[config.mk]
export PLATFORM = sky130hd
export DESIGN_NAME = odd_p_tx_4bit
export DESIGN_NICKNAME = d
export VERILOG_FILES = /design/src/rtl/odd_p_tx_4bit.sv
export SDC_FILE = /design/constraint.sdc
export NUM_CORES = 1
export LEC_CHECK = 0
export ABC_AREA = 1
export CAP_MARGIN = 20
export CORE_MARGIN = 10
export CORE_UTILIZATION = 35
export DETAILED_ROUTE_END_ITERATION = 7
export HOLD_SLACK_MARGIN = 0.02
export PLACE_DENSITY = 0.66
export REMOVE_ABC_BUFFERS = 1
export SLEW_MARGIN = 20
export SYNTH_ARGS = -nofsm -noshare
export SYNTH_HDL_FRONTEND = slang
export SYNTH_SLANG_ARGS = --single-unit
[constraint.sdc]
create_clock -name clk -period 1.75 [get_ports clk]
set_clock_uncertainty 0.1 [all_clocks]
set_input_delay 0.2625 -clock clk [delete_from_list [all_inputs] [get_ports clk]]
set_output_delay 0.2625 -clock clk [all_outputs]
set_load 0.1 [all_outputs]
[src/rtl/odd_p_tx_4bit.sv]
// Odd-parity serial transmitter: accepts one nibble per valid/ready handshake and
// sends start, 4 data bits LSB first, odd parity and stop, CLKS_PER_BIT cycles each.
module odd_p_tx_4bit #(
  parameter int unsigned CLKS_PER_BIT = 4
) (
  input  logic       clk,
  input  logic       rst,
  input  logic [3:0] i,
  input  logic       valid,
  output logic       ready,
  output logic       tx,
  output logic       p,
  output logic       busy
);

  localparam int unsigned CNT_W = (CLKS_PER_BIT > 1) ? $clog2(CLKS_PER_BIT) : 1;
  localparam logic [CNT_W-1:0] CNT_LAST = CNT_W'(CLKS_PER_BIT - 1);

  typedef enum logic [2:0] {
    S_IDLE,
    S_START,
    S_DATA,
    S_PARITY,
    S_STOP
  } state_e;

  state_e           state_q, state_d;
  logic [CNT_W-1:0] cnt_q, cnt_d;
  logic [1:0]       idx_q, idx_d;
  logic [3:0]       shift_q, shift_d;
  logic             p_q, p_d;
  logic             tx_q, tx_d;
  logic             busy_q, busy_d;
  logic             accept;
  logic             bit_end;

  assign ready   = (state_q == S_IDLE) && !rst;
  assign accept  = valid && ready;
  assign bit_end = (cnt_q == CNT_LAST);

  always_ff @(posedge clk) begin
    if (rst) begin
      state_q <= S_IDLE;
      cnt_q   <= '0;
      idx_q   <= '0;
      shift_q <= '0;
      p_q     <= 1'b0;
      tx_q    <= 1'b1;
      busy_q  <= 1'b0;
    end else begin
      state_q <= state_d;
      cnt_q   <= cnt_d;
      idx_q   <= idx_d;
      shift_q <= shift_d;
      p_q     <= p_d;
      tx_q    <= tx_d;
      busy_q  <= busy_d;
    end
  end

  always_comb begin
    state_d = state_q;
    cnt_d   = cnt_q;
    idx_d   = idx_q;
    shift_d = shift_q;
    p_d     = p_q;
    tx_d    = 1'b1;
    busy_d  = 1'b0;

    if (state_q != S_IDLE) begin
      cnt_d = bit_end ? '0 : cnt_q + CNT_W'(1);
    end

    unique case (state_q)
      S_IDLE: begin
        if (accept) begin
          state_d = S_START;
          cnt_d   = '0;
          idx_d   = '0;
          shift_d = i;
          p_d     = ~^i;
        end
      end
      S_START: begin
        if (bit_end) state_d = S_DATA;
      end
      S_DATA: begin
        if (bit_end) begin
          if (idx_q == 2'd3) begin
            state_d = S_PARITY;
          end else begin
            idx_d   = idx_q + 2'd1;
            shift_d = {1'b0, shift_q[3:1]};
          end
        end
      end
      S_PARITY: begin
        if (bit_end) state_d = S_STOP;
      end
      S_STOP: begin
        if (bit_end) state_d = S_IDLE;
      end
      default: state_d = S_IDLE;
    endcase

    // Outputs are registered, so derive them from the upcoming state.
    unique case (state_d)
      S_START:  tx_d = 1'b0;
      S_DATA:   tx_d = shift_d[0];
      S_PARITY: tx_d = p_d;
      default:  tx_d = 1'b1;
    endcase
    busy_d = (state_d != S_IDLE);
  end

  assign tx   = tx_q;
  assign p    = p_q;
  assign busy = busy_q;

endmodule

==> impl_metrics.json <==
{
  "cts_buffer_depth": 2,
  "overflow": 0,
  "ys_types": 26,
  "yosysSeqAreaShare": 0.326,
  "yosys_warnings": 0,
  "start_kind": "register",
  "rsz0062_at_grt": "false",
  "cp_max_fo": 7,
  "synthSimpleGateAreaFrac": 0.423,
  "tns_ns": 0,
  "drv_cap": 0,
  "fin_crit_ns": 1.66,
  "synthAdderAreaFrac": 0.0436,
  "track_usage": 0.0834,
  "muxShareOfSynthArea": 0,
  "core_um2": 2280,
  "synth.cell_area_um2": 861,
  "status": "completed",
  "worst_ep_required_time_ns": 1.39,
  "htree_levels": 1,
  "relSlewSlack": 0.783,
  "die_w_um": 69.6,
  "port_buffers": 10,
  "synth_top_area_cell": "dfxtp_1",
  "fp-row-count": 17,
  "grt_pass1_wl_um": 3460,
  "synth_seq_cells": 14,
  "initial_utilization": 0.378,
  "cts_resized": 0,
  "drt_pass1_iterations": 4,
  "pin_count": 11,
  "synthCells": 121,
  "end_kind": "output port",
  "synth_xor_area_frac": 0,
  "cts_tree": "built",
  "syn_to_final_growth_pct": 24.1,
  "cts-root-buf": "clkbuf_4",
  "vdd_ir_drop_max_v": 0.000371,
  "hold_violations": 0,
  "drive_gt1_frac": 0.185,
  "num_vias": 790,
  "insertion_delay_ns": 0.27,
  "synth_top_cell_area_share": 0.326,
  "setup_viol": 0,
  "nets": 147,
  "grt_max_degree": 10,
  "regArea_um2": 280,
  "cts_buffers": 3,
  "die_y_um": 69.6,
  "postCtsSetupBuffers": 0,
  "ant_nets": 0,
  "vias_per_cell": 4.85,
  "fmax_mhz": 602,
  "grt_pass1_vias": 788,
  "clock-sinks": 14,
  "synth_compound_area_frac": 0.0945,
  "fin_crit_sh": 0.949,
  "totalWireLength_um": 1830,
  "clk_pin_slew_ns": 0.08,
  "gp_congestion": 0.880,
  "drc": 0,
  "crit_type": "reg2out",
  "design_area_um2": 1070,
  "hold_class": "reg2reg",
  "grt_antenna_before_repair": 0,
  "synth_top_family_by_area": "simple AND/OR/NAND/NOR gates",
  "slew_viol_final": 0,
  "syn_area_per_cell_um2": 7.11,
  "total_power_mw": 0.738,
  "fillers": 230,
  "holdBufCountCts": 0,
  "dp_hpwl_um": 1520,
  "power_density_nw_per_um2": 690,
  "drtIter0Drc": 24,
  "timing.critical_path.arrival_ns": 1.30,
  "wl_per_cell_um": 11.2,
  "die_area_um2": 4840,
  "yosys-top-cells-area": "dfxtp_1 (33%), nand2_1 (10%), nor2_1 (8.7%)",
  "n_antenna_cell": 0,
  "tightest_slew_ns": 0.325,
  "postPlaceCellArea_um2": 1050,
  "multi_input_area_um2": 483,
  "p_leak_nw": 0.503
}
==> flip-flops by register name, summed over array words and instances, names as in the netlist <==
name and flops:
busy 1, cnt_q 2, idx_q 2, p 1
shift_q 4, state_q 3, tx 1
==> cell type report <==
type / count / area share
multi-input cells: 85 / 0.452
flip-flops and latches: 14 / 0.262
repair buffers: 12 / 0.145
inverters: 21 / 0.0867
well taps: 28 / 0.0328
clock buffers: 3 / 0.0211
==> metal layers <==
metal / up-vias / track usage / share of wire
met5: - / 0 / 0
met4: 0 / 0.0532 / 0.022
met3: 4 / 0.0114 / 0.031
met2: 16 / 0.133 / 0.48
met1: 351 / 0.101 / 0.47
li1: 419 / - / -
==> Yosys cell counts <==
cell       n
nand2_1   24
nor2_1    20
inv_1     18
dfxtp_1   14
nand3_1    7
a21oi_1    5
ha_1       3
nand3_2    3
nand4_1    3
nor2_2     3
inv_2      2
nor2_4     2
o211ai_1   2
o21ai_0    2
o21ai_1    2
a211oi_1   1
a22oi_1    1
a31oi_1    1
buf_2      1
bufinv_8   1
nand2_2    1
nand2_4    1
nand3_4    1
nand4_4    1
nor3_1     1
nor3b_2    1
==> cell usage in the layout, fill, tap and decap left out, drive strengths merged <==
cell / n
nand2: 26
clkbuf: 3
bufinv: 1
nor2: 25
nand3: 11
dfxtp: 14
inv: 20
o211ai: 2
a211oi: 1
a22oi: 1
ha: 3
clkdlybuf4s50: 6
nor3: 1
a31oi: 1
a21oi: 5
o21ai: 4
buf: 6
nand4: 4
nor3b: 1
==> worst max-delay path, cell delays in order, from the launching register on <==
cell and delay (ns):
dfxtp_1 0.41, nor2_4 0.23, nand3_4 0.10, inv_1 0.11, buf_12 0.18
==> power breakdown <==
| part | total (mW) | switching (mW) | internal, mW |
|---|---|---|---|
| Clock | 0.177 | 0.0971 | 0.0796 |
| Sequential | 0.355 | 0.0172 | 0.338 |
| Combinational | 0.205 | 0.127 | 0.0789 |
| Total | 0.738 | 0.241 | 0.497 |
==> worst paths after layout <==
kind | start | endpoint | slack, ns | cells after the start
worst max-delay path | state_q[2] | ready | 0.09 | 4
worst min-delay path | shift_q[3] | shift_q[3] | 0.37 | 2
worst max register to register | cnt_q[0] | tx | 0.18 | 7
worst min register to register | shift_q[3] | shift_q[3] | 0.37 | 2
==> stage by stage <==
stage	std cells	hold slack, ns	worst slack (ns)	util
after floorplan	120	0.232	0.128	-
after global placement	160	0.367	0.159	0.460
after detailed placement	160	0.369	0.146	0.460
after CTS	163	0.378	0.0782	0.469
after global routing	163	0.410	0.0170	0.469
final	163	0.372	0.0884	0.469
==> logic make-up (layout without fill, tap and decap cells) <==
| logic type | after synthesis | in the layout |
|---|---|---|
| fa+ha+maj | 3 | 3 |
| simple gates | 68 | 68 |
| compound gates | 14 | 14 |
| buf+inv | 22 | 36 |
| flops | 14 | 14 |
(Power assumes the default switching activity.)
